--- src/rtl/spgd_sequencer.sv ---
// spgd_sequencer: SPGD perturb/settle/measure/update sequencer for two DAC actuators; define SPGD_ADC_TWOS_EN for a two's-complement ADC_IN
module spgd_sequencer #(
    parameter int          SETTLE_CYCLES = 64,
    parameter int          AVG_LOG2      = 4,
    parameter logic [13:0] PERT_AMP      = 14'd64,
    parameter int          GAIN_SHIFT    = 6
) (
    input  logic        ADC_CLK,
    input  logic        RST,
    input  logic        TRIG_IN,
    input  logic        ENABLE,
    input  logic [11:0] ADC_IN,
    output logic [13:0] DAC_A_OUT,
    output logic [13:0] DAC_B_OUT,
    output logic        BUSY,
    output logic [15:0] ITER_COUNT,
    output logic        OVERRUN,
    output logic [2:0]  STATE_OUT
);
    localparam int AW = 12 + AVG_LOG2;
    localparam int DW = 13 + AVG_LOG2;
    localparam logic [15:0] SETTLE_LAST = 16'(SETTLE_CYCLES - 1);
    localparam logic [15:0] MEAS_LAST = 16'((1 << AVG_LOG2) - 1);
    localparam logic signed [31:0] PERT = $signed(32'(PERT_AMP));
    typedef enum logic [2:0] {
        IDLE, APPLY_P, SETTLE_P, MEAS_P, APPLY_M, SETTLE_M, MEAS_M, UPDATE
    } state_t;
    state_t state, next_state;
    logic [2:0] trig_sync;
    logic trig_edge, abort, s_a, s_b;
    logic [15:0] lfsr, cnt;
    logic [13:0] base_a, base_b, plus_a, plus_b, minus_a, minus_b, upd_a, upd_b;
    logic [AW-1:0] j_p, j_m;
    logic [11:0] adc_val;
    logic signed [DW-1:0] d_j;
    logic signed [31:0] d, base_a_s, base_b_s;
    function automatic logic [13:0] sat14(input logic signed [31:0] v);
        return v < 0 ? 14'd0 : (v > 32'sd16383 ? 14'h3FFF : v[13:0]);
    endfunction
`ifdef SPGD_ADC_TWOS_EN
    assign adc_val = {~ADC_IN[11], ADC_IN[10:0]};
`else
    assign adc_val = ADC_IN;
`endif
    assign trig_edge = trig_sync[1] & ~trig_sync[2];
    assign abort = !ENABLE && state != IDLE && state != UPDATE;
    assign d_j = $signed({1'b0, j_p}) - $signed({1'b0, j_m});
    assign d = 32'(d_j >>> GAIN_SHIFT);
    assign base_a_s = $signed({18'd0, base_a});
    assign base_b_s = $signed({18'd0, base_b});
    assign plus_a = sat14(base_a_s + (s_a ? -PERT : PERT));
    assign plus_b = sat14(base_b_s + (s_b ? -PERT : PERT));
    assign minus_a = sat14(base_a_s + (s_a ? PERT : -PERT));
    assign minus_b = sat14(base_b_s + (s_b ? PERT : -PERT));
    assign upd_a = sat14(base_a_s + (s_a ? -d : d));
    assign upd_b = sat14(base_b_s + (s_b ? -d : d));
    assign BUSY = state != IDLE;
    assign STATE_OUT = state;
    always_comb begin
        next_state = state;
        case (state)
            IDLE:     next_state = trig_edge && ENABLE ? APPLY_P : IDLE;
            APPLY_P:  next_state = SETTLE_P;
            SETTLE_P: next_state = cnt == SETTLE_LAST ? MEAS_P : SETTLE_P;
            MEAS_P:   next_state = cnt == MEAS_LAST ? APPLY_M : MEAS_P;
            APPLY_M:  next_state = SETTLE_M;
            SETTLE_M: next_state = cnt == SETTLE_LAST ? MEAS_M : SETTLE_M;
            MEAS_M:   next_state = cnt == MEAS_LAST ? UPDATE : MEAS_M;
            default:  next_state = IDLE;
        endcase
        if (abort)
            next_state = IDLE;
    end
    always_ff @(posedge ADC_CLK) begin
        if (RST) begin
            state <= IDLE;
            trig_sync <= '0;
            lfsr <= 16'hACE1;
            s_a <= 1'b0;
            s_b <= 1'b0;
            cnt <= '0;
            base_a <= 14'h2000;
            base_b <= 14'h2000;
            DAC_A_OUT <= 14'h2000;
            DAC_B_OUT <= 14'h2000;
            j_p <= '0;
            j_m <= '0;
            ITER_COUNT <= '0;
            OVERRUN <= 1'b0;
        end else begin
            state <= next_state;
            trig_sync <= {trig_sync[1:0], TRIG_IN};
            cnt <= next_state == state ? cnt + 16'd1 : '0;
            if (trig_edge && state != IDLE)
                OVERRUN <= 1'b1;
            if (state == IDLE && next_state == APPLY_P) begin
                s_a <= lfsr[0];
                s_b <= lfsr[1];
            end
            j_p <= state == APPLY_P ? '0 : state == MEAS_P ? j_p + AW'(adc_val) : j_p;
            j_m <= state == APPLY_M ? '0 : state == MEAS_M ? j_m + AW'(adc_val) : j_m;
            // abort takes priority so an interrupted perturbation always falls back to base
            DAC_A_OUT <= abort || state == IDLE ? base_a : state == APPLY_P ? plus_a :
                         state == APPLY_M ? minus_a : state == UPDATE ? upd_a : DAC_A_OUT;
            DAC_B_OUT <= abort || state == IDLE ? base_b : state == APPLY_P ? plus_b :
                         state == APPLY_M ? minus_b : state == UPDATE ? upd_b : DAC_B_OUT;
            if (state == UPDATE) begin
                base_a <= upd_a;
                base_b <= upd_b;
                ITER_COUNT <= ITER_COUNT + 16'd1;
                lfsr <= {lfsr[0] ^ lfsr[2] ^ lfsr[3] ^ lfsr[5], lfsr[15:1]};
            end
        end
    end
endmodule

--- config.mk ---
export PLATFORM = sky130hd
export DESIGN_NAME = spgd_sequencer
export DESIGN_NICKNAME = d
export VERILOG_FILES = /design/src/rtl/spgd_sequencer.sv
export SDC_FILE = /design/constraint.sdc
export NUM_CORES = 1
export LEC_CHECK = 0
export ABC_AREA = 1
export ABC_CLOCK_PERIOD_IN_PS = 5840
export CAP_MARGIN = 30
export CORE_MARGIN = 10
export CORE_UTILIZATION = 41
export CTS_CLUSTER_SIZE = 30
export DETAILED_ROUTE_END_ITERATION = 10
export SETUP_SLACK_MARGIN = 0.02
export SYNTH_ARGS = -nofsm -noshare
export SYNTH_HDL_FRONTEND = slang
export SYNTH_SLANG_ARGS = --single-unit
--- constraint.sdc ---
create_clock -name ADC_CLK -period 5.84 [get_ports ADC_CLK]
set_clock_uncertainty 0.2 [all_clocks]
set_input_delay 1.168 -clock ADC_CLK [delete_from_list [all_inputs] [get_ports ADC_CLK]]
set_output_delay 1.168 -clock ADC_CLK [all_outputs]
set_load 0.02 [all_outputs]
# Word level (Yosys, flattened, before mapping)
# Index checks and enable logic that the tools add are counted.
# word_totals
elab_cells	102
out_inout_bits	49
reg_bits	145
# op_classes
reduce_logical	13
bitwise	6
mux	33
eq_ne	12
order_cmp	12
add_sub_neg	12
# op_table
cell	n
$mux 14	20
$add 15x32->32	6
$gt 32x15->1 const B	6
$lt 32x1->1 const B	6
$mux 32	6
$add 16x1->16 const B	2
$add 16x12->16	2
$neg 11->32	1
$pmux 3 s7	1
$sub 16x16->17	1
$eq 16x4->1 const B	1
$eq 16x6->1 const B	1
$eq 3x3->1 const B	4
$eq 3x1->1 const B	2
$eq 3x2->1 const B	2
$mux 3	2
$reduce_or 2->1	3
$logic_and 1x1->1	5
$reduce_bool 4->1	1
$eq 3x3->1	1
$logic_not 3->1	1
$mux 1	3
$ne 3x3->1 const B	1
$reduce_bool 3->1	1
6 further kinds	9

# Logic depth before layout (Yosys ltp)
# Gate-level depths: netlist of run 1.
# depth
word_depth	11
ltp_mapped	41

# Worst setup path before layout of run 1
# No wires, ideal clock.
# synth_timing
path_type	flip-flop to flip-flop
start	register j_m[6]
end	register DAC_B_OUT[0]
path_slack_ns	0.629
period_less_slack_ns	5.211
t_arrival_ns	4.886
stages_incl_launch_ff	37
t_required_ns	5.516
cell_sequence	dfxtp_1 inv_1 ha_1 nand2_1 inv_1 nand2_1 nand2_1 inv_1 nand2_1 xnor2_1 ha_1 nand3_1 nor2_1 nand2_2 nor3_1 nand3_1 ha_1 a21oi_1 ha_1 nand2_1 nor2_1 nand2_1 o21ai_0 nand4_1 a21oi_1 nand2_1 nand2_1 nand3_1 nor2_2 buf_2 nand4_1 nand3_1 nand2_1 nand2_1 nand2_1 nand2_1 a21oi_1
# synth_via
elab_chain_len	11
word_cells_on_any_way	12
cone_classes	add/sub (3); order compare (2); mux (7)
# synth_lines
item	line	text
from (decl)	33	logic [AW-1:0] j_p, j_m;
from (signal assigned)	101	j_m <= state == APPLY_M ? '0 : state == MEAS_M ? j_m + AW'(adc_val) : j_m;
$sub 16x16->17 *	47	assign d_j = $signed({1'b0, j_p}) - $signed({1'b0, j_m});
$neg 11->32	56	assign upd_b = sat14(base_b_s + (s_b ? -d : d));
$mux 32 *	56	
$add 15x32->32 *	56	
$gt 32x15->1	38	return v < 0 ? 14'd0 : (v > 32'sd16383 ? 14'h3FFF : v[13:0]);
$mux 14	38	
$mux 14 *	38	
$mux 14 * (2 in series)	106	state == APPLY_M ? minus_b : state == UPDATE ? upd_b : DAC_B_OUT;
$mux 14 * (2 in series)	105	DAC_B_OUT <= abort || state == IDLE ? base_b : state == APPLY_P ? plus_b :
to (signal assigned)	105	
to (decl)	14	output logic [13:0] DAC_B_OUT,
# Mark *: on every way between the ends. The rest lies on a longest branch, timed or not. The select of a mux whose other input is x is not followed.
# A chain may end at the register's enable or synchronous reset.

# Worst setup path in the final report of run 1
# layout_timing
start	register j_m[5]
end	register DAC_B_OUT[13]
# The elaborated chain is that of the path after synthesis.

==> results of run 1 <==
[worst register-to-register path: cells and delay by family (launching register included)]
family / cells / cell delay (ps)
compound gates: 8 / 1100
xor+xnor: 2 / 360
fa+ha+maj: 4 / 1090
buf+inv: 5 / 570
flops: 1 / 330
simple gates: 17 / 1810
[through the flow]
step           setup WS, ps  hold slack [ps]  area [sq um]
3_3_place_gp            199              189         13900
3_5_place_dp           41.2              193         13900
2_1_floorplan           629              188         13000
6_report                307              202         14700
4_1_cts                46.0              202         14500
5_1_grt               -34.7              230         14700
[cell families after synthesis]
group / count (synthesis)
buffers and inverters: 345
adder cells (fa/ha/maj): 130
AND/OR/NAND/NOR: 848
XOR/XNOR: 88
AO/OA/AOI/OAI: 450
flip-flops: 145
[sequential cells by signal, indices dropped and copies added, names as in the netlist]
| signal | cells |
|---|---|
| DAC_A_OUT | 14 |
| DAC_B_OUT | 14 |
| ITER_COUNT | 16 |
| OVERRUN | 1 |
| STATE_OUT | 3 |
| base_a | 14 |
| base_b | 14 |
| cnt | 16 |
| j_m | 16 |
| j_p | 16 |
| lfsr | 16 |
| s_a | 1 |
| s_b | 1 |
| trig_sync | 3 |
[power by group]
part / switching, mW / leakage, nW / total (mW) / internal [mW]
clock: 0.481 / 0.272 / 1.05 / 0.573
combinational: 0.309 / 5.70 / 0.488 / 0.179
sequential: 0.00621 / 1.17 / 1.00 / 0.997
[metal layers]
metal / track usage (%) / part of all wire (%) / vias to the layer above
li1: - / - / 6700
met1: 23.1 / 47 / 5956
met2: 33.1 / 49 / 221
met3: 2.90 / 3.1 / 22
met4: 4.30 / 1.0 / 0
met5: 0 / 0 / -
[final timing paths]
kind                                    from             to  slack (ps)  cells after the start
worst min register to register  trig_sync[0]   trig_sync[1]         200                      2
worst max-delay path                  j_m[5]  DAC_B_OUT[13]         310                     36
worst min-delay path            trig_sync[0]   trig_sync[1]         200                      2
worst max register to register        j_m[5]  DAC_B_OUT[13]         310                     36
[cells in the final DEF, fill, tap and decap left out, types with 4 or more instances in the layout]
| cell | count |
|---|---|
| nand2_1 | 440 |
| inv_1 | 264 |
| a21oi_1 | 210 |
| nor2_1 | 166 |
| dfxtp_1 | 144 |
| o21ai_0 | 143 |
| ha_1 | 118 |
| nand3_1 | 103 |
| clkdlybuf4s50_1 | 63 |
| xor2_1 | 62 |
| nand4_1 | 42 |
| a211oi_1 | 31 |
| nor3_1 | 27 |
| buf_4 | 27 |
| xnor2_1 | 21 |
| clkbuf_16 | 17 |
| nand2_2 | 15 |
| a21oi_2 | 15 |
| o21bai_1 | 14 |
| nor2_2 | 12 |
| nor3b_1 | 8 |
| fa_1 | 8 |
| or2_2 | 7 |
| o21ai_1 | 6 |
| o31ai_1 | 6 |
| o21a_1 | 6 |
| a31oi_1 | 5 |
| nor4_1 | 5 |
| buf_6 | 5 |
| inv_2 | 4 |
| and2_1 | 4 |
| inv_6 | 4 |
[final cells by class]
class                   instances  area, sq um
clock buffers                  19          453
clock inverters                13          103
fillers                      3306        16600
inverters                     270         1010
multi-input cells            1516         8810
flip-flops and latches        145         2900
well taps                     402          503
repair buffers                100          960
[what timing repair did]
item | in CTS | in global routing
setup endpoints to repair | 1 | 56
resized for setup | 1 | 44
pin swaps | 0 | 10
buffers inserted | 0 | 8
endpoints found under the hold margin | 0 | 0
==> metrics.cfg, run 1 <==
[status]
status = complete, no violations

[setup_path]
end_kind = flop
crit_buf_inv = 5
cp_slowest_cell = dfxtp_1
path_common_cell = nand2_1
cpPeakStageDelay_ps = 330
start_kind = flop
arrival_ps = 5660
critical_path_class = reg2reg
critical_path.top_delay_family = simple AND/OR/NAND/NOR gates
crit_fanout = 5
worst_ep_required_time_ps = 5970

[placed_design]
port_buffers = 64
dp.cells = 2425
post-dp-hpwl_um = 27600
gp_congestion = 0.961

[clock_network]
cts.root.buffer_cell = clkbuf_16
cts_max_level = 4
cts_hold_buffers = 0
clockBufferDepth = 2
clk_latency_ps = 440
cts_buffers = 17
cts.sinks = 145
path_clk_slew_ps = 70
cts_tree = yes

[layout]
nets = 2196
utilization_pct = 47.0
diodes = 0
drive_gt1_share_pct = 7.32
synthToLayoutAreaGrowth_pct = 13.8
layout.cells.non_filler = 2465

[synthesis]
synth.largest_area_cell = dfxtp_1
syn_nets = 2152
avgSynthCellArea_sq_um = 6.46
syn_inst = 2006
synth_top_family_by_area = simple AND/OR/NAND/NOR gates
synth_seq_cells = 145
synth_common_cells = nand2_1 (445), inv_1 (265), a21oi_1 (220)
seq_area_frac_synth_pct = 22.4
synth_cell_type_count = 56
post-synth-top-count-cell = nand2_1
yosysTopAreaCellShare_pct = 22.4
synth_warnings = 0
synth_fa_ha_area_share_pct = 13.0
synth-main-ff-cell = dfxtp_1
ys_async_sr_fraction_pct = 0
synth_area_leaders = dfxtp_1 (22%), nand2_1 (13%), ha_1 (12%)
synthXorXnorAreaFrac_pct = 6.15
synth_compound_area_share_pct = 19.1
synth_enable_flop_cells = 0
synth_mux_area_share_pct = 0
yosys.area_share.simple_pct = 28.5
syn_area_sq_um = 13000

[grt]
grt_max_degree = 57
grt.overflow.total = 0
gr-usage-all-layers_pct = 18.7
grt_pass1_vias = 12200
antenna_found_initial = 0
grt_pass1_wl_um = 60500

[die]
dieArea_sq_um = 39100
pin_count = 65
die_w_um = 198
std_cell_rows = 65
start_util_pct = 41.3
core_area_sq_um = 31400
die_h_um = 198

[timing]
fmax_ghz = 0.181
fin_crit_ps = 5530
maxSlewHeadroom_pct = 31.6
setup-tns-final_ps = 0
maxSlewViolCount = 0
timing.final.crit_share_pct = 94.7
hold_viol_final = 0
finalSetupViolations = 0
tightest_slew_ps = 1020

[detailed_routing]
vias = 12900
dr.pass1.iters = 6
routed_wl_um = 36800
ant_nets = 0
drc = 0
via_per_inst = 5.23
drt-initial-drc-count = 930
wire_per_inst_um = 14.9

[min_path]
hold_class = reg2reg

[power]
ir_drop_v = 0.000195
power_mw = 2.55
powerDensity_nw_per_um2 = 173
leakagePower_nw = 7.14

[job]
cap_violations = 0

Power figures use the tool's default switching activity.
==> run 2, diff against run 1 <==
Settings changed: CORE_UTILIZATION 41 to 50, GPL_ROUTABILITY_DRIVEN set to 0, PLACE_DENSITY set to 0.68.
==> metrics.cfg, run 2 (same netlist as run 1, synthesis figures left out) <==
[min_path]
hold_class = reg2reg  ; unchanged
holdCritStartpoint = trig_sync[0]  ; unchanged
min_to = trig_sync[1]  ; unchanged
hold_depth = 2  ; unchanged

[power]
power_frac_comb_pct = 18.9  ; was 19.2%
switchingPower_uw = 868  ; was 797 uW
seq_power_share_pct = 38.3  ; was 39.4%
powerDensity_nw_per_um2 = 176  ; was 173 nW/um^2
clockPowerShare_pct = 42.8  ; was 41.4%
p_int_mw = 1.76  ; was 1.75 mW
ir_drop_v = 0.000138  ; was 0.000195 V
swShare_pct = 33.1  ; was 31.3%
power_mw = 2.62  ; was 2.55 mW
leakagePower_nw = 7.23  ; was 7.14 nW

[grt]
grtUsageMet1_pct = 27.2  ; was 23.1%
use_met3_pct = 3.68  ; was 2.90%
antenna_found_initial = 0  ; unchanged
grt_pass1_vias = 12400  ; was 12.2k
gr-usage-all-layers_pct = 21.7  ; was 18.7%
grt.overflow.total = 0  ; unchanged
grt_max_degree = 73  ; was 57
grtUsageMet2_pct = 37.2  ; was 33.1%
grt_pass1_wl_um = 60700  ; was 60,500 um
top_usage_layer = met2  ; unchanged

[detailed_routing]
via_per_inst = 5.48  ; was 5.23
ant_nets = 0  ; unchanged
drc = 0  ; unchanged
drt-initial-drc-count = 924  ; was 930
dr.pass1.iters = 5  ; was 6
routed_wl_um = 37700  ; was 36,800 um
vias = 13200  ; was 12.9k
wire_per_inst_um = 15.7  ; was 14.9 um

[setup_path]
arrival_ps = 5670  ; was 5660 ps
reg2reg_setup_slack_ps = 330  ; was 310 ps
path_common_cell = nand2_1  ; unchanged
cpPeakStageDelay_ps = 390  ; was 330 ps
end_kind = flop  ; unchanged
cp_slowest_cell = ha_1  ; was dfxtp_1
reg2reg_from = j_m[7]  ; was j_m[5]
critical_path_class = reg2reg  ; unchanged
start_kind = flop  ; unchanged
rr_endpoint = DAC_B_OUT[2]  ; was DAC_B_OUT[13]
worst-r2r-cell-count = 33  ; was 36
crit_fanout = 8  ; was 5
worst_ep_required_time_ps = 6000  ; was 5970 ps

[die]
std_cell_rows = 58  ; was 65
die_h_um = 181  ; was 198 um
die_w_um = 181  ; was 198 um
start_util_pct = 51.1  ; was 41.3%
pin_count = 65  ; unchanged
core_area_sq_um = 25300  ; was 31,400 sq um
dieArea_sq_um = 32700  ; was 39,100 sq um

[timing]
finalSetupViolations = 0  ; unchanged
tightest_slew_ps = 893  ; was 1020 ps
fin_crit_ps = 5510  ; was 5530 ps
maxSlewViolCount = 0  ; unchanged
timing.final.crit_share_pct = 94.4  ; was 94.7%
maxSlewHeadroom_pct = 40.2  ; was 31.6%
setup-tns-final_ps = 0  ; unchanged
hold_viol_final = 0  ; unchanged
fmax_ghz = 0.181  ; about the same

[clock_network]
cts_tree = yes  ; unchanged
path_clk_slew_ps = 80  ; was 70 ps
cts_max_level = 4  ; unchanged
clk_latency_ps = 430  ; was 440 ps
cts.root.buffer_cell = clkbuf_16  ; unchanged
clockBufferDepth = 2  ; unchanged
cts_buffers = 17  ; unchanged
cts.sinks = 145  ; unchanged

[placed_design]
post-dp-hpwl_um = 27300  ; was 27,600 um
port_buffers = 64  ; unchanged
dpl_cell_area_sq_um = 13900  ; about the same

[layout]
final_cell_mix = nand2_1 (439), inv_1 (264), a21oi_1 (212)  ; was nand2_1 (440), inv_1 (264), a21oi_1 (210)
nets = 2207  ; was 2,196
final-seq-area_sq_um = 2900  ; about the same
fillers = 2493  ; was 3,306
diodes = 0  ; unchanged
drive_gt1_share_pct = 8.29  ; was 7.32%
finalInstanceArea_sq_um = 14900  ; was 14,700 sq um
utilization_pct = 58.7  ; was 47.0%
mostFrequentLayoutCell = nand2_1  ; unchanged
multi_input_area_sq_um = 8900  ; was 8810 sq um
synthToLayoutAreaGrowth_pct = 14.9  ; was 13.8%

[status]
status = complete, no violations  ; unchanged

[job]
cap_violations = 0  ; unchanged

-- run 2: area by class of cell --
| type | instances | share of cell area [%] |
|---|---|---|
| timing repair buffer | 111 | 7.14 |
| multi-input combinational | 1516 | 59.9 |
| tap | 330 | 2.78 |
| clock buffer | 18 | 2.95 |
| clock inverter | 14 | 0.959 |
| sequential | 145 | 19.5 |
| inverter | 270 | 6.81 |
-- run 2: layer usage --
metal  routed length [um]  part of all wire, %
met4                 1020                  2.7
met3                 1760                  4.7
met5                    0                    0
met2                18200                   48
met1                16700                   44
-- run 2: power by group through the flow --
stage	combinational, mW	sequential [mW]	clock, mW
after floorplan	0.330	1.03	0
after global placement	0.441	1.03	0
after detailed placement	0.447	1.03	0
after CTS	0.450	1.00	1.13
after global routing	0.558	1.01	1.18
final	0.496	1.00	1.12
-- run 2: repair_timing --
item,in CTS,in global routing
resized for setup,0,64
hold buffers,0,0
buffers inserted,0,13
endpoints found under the setup margin,0,56
-- run 2: worst max-delay path, delay by kind of cell (launching register included) --
family	cells	cell delay, ps
simple gates	20	2330
fa+ha+maj	3	1030
buf+inv	5	710
compound gates	4	580
flops	1	340
xor+xnor	1	240
-- run 2: stage by stage --
| step | setup WS [ps] | std cells | hold WS, ps |
|---|---|---|---|
| final | 327 | 2404 | 211 |
| after floorplan | 629 | 2006 | 188 |
| after global routing | -105 | 2404 | 244 |
| after global placement | 238 | 2354 | 190 |
| after CTS | 103 | 2386 | 218 |
| after detailed placement | 141 | 2354 | 203 |
-- run 2: worst max-delay path by stage --
stage,start,to,slack [ps],cells after the start
2_1_floorplan,j_m[6],DAC_B_OUT[0],630,36
3_3_place_gp,j_m[6],DAC_A_OUT[8],240,37
3_5_place_dp,j_m[5],DAC_A_OUT[8],140,35
4_1_cts,j_m[5],DAC_A_OUT[8],100,35
5_1_grt,j_m[3],DAC_A_OUT[11],-100,35
6_report,j_m[7],DAC_B_OUT[2],330,33
==> run 3, diff against run 2 <==
Settings changed: CTS_CLUSTER_DIAMETER set to 50.
==> results of run 3 <==
Final layout, timing and power as in run 2 (identical DEF).
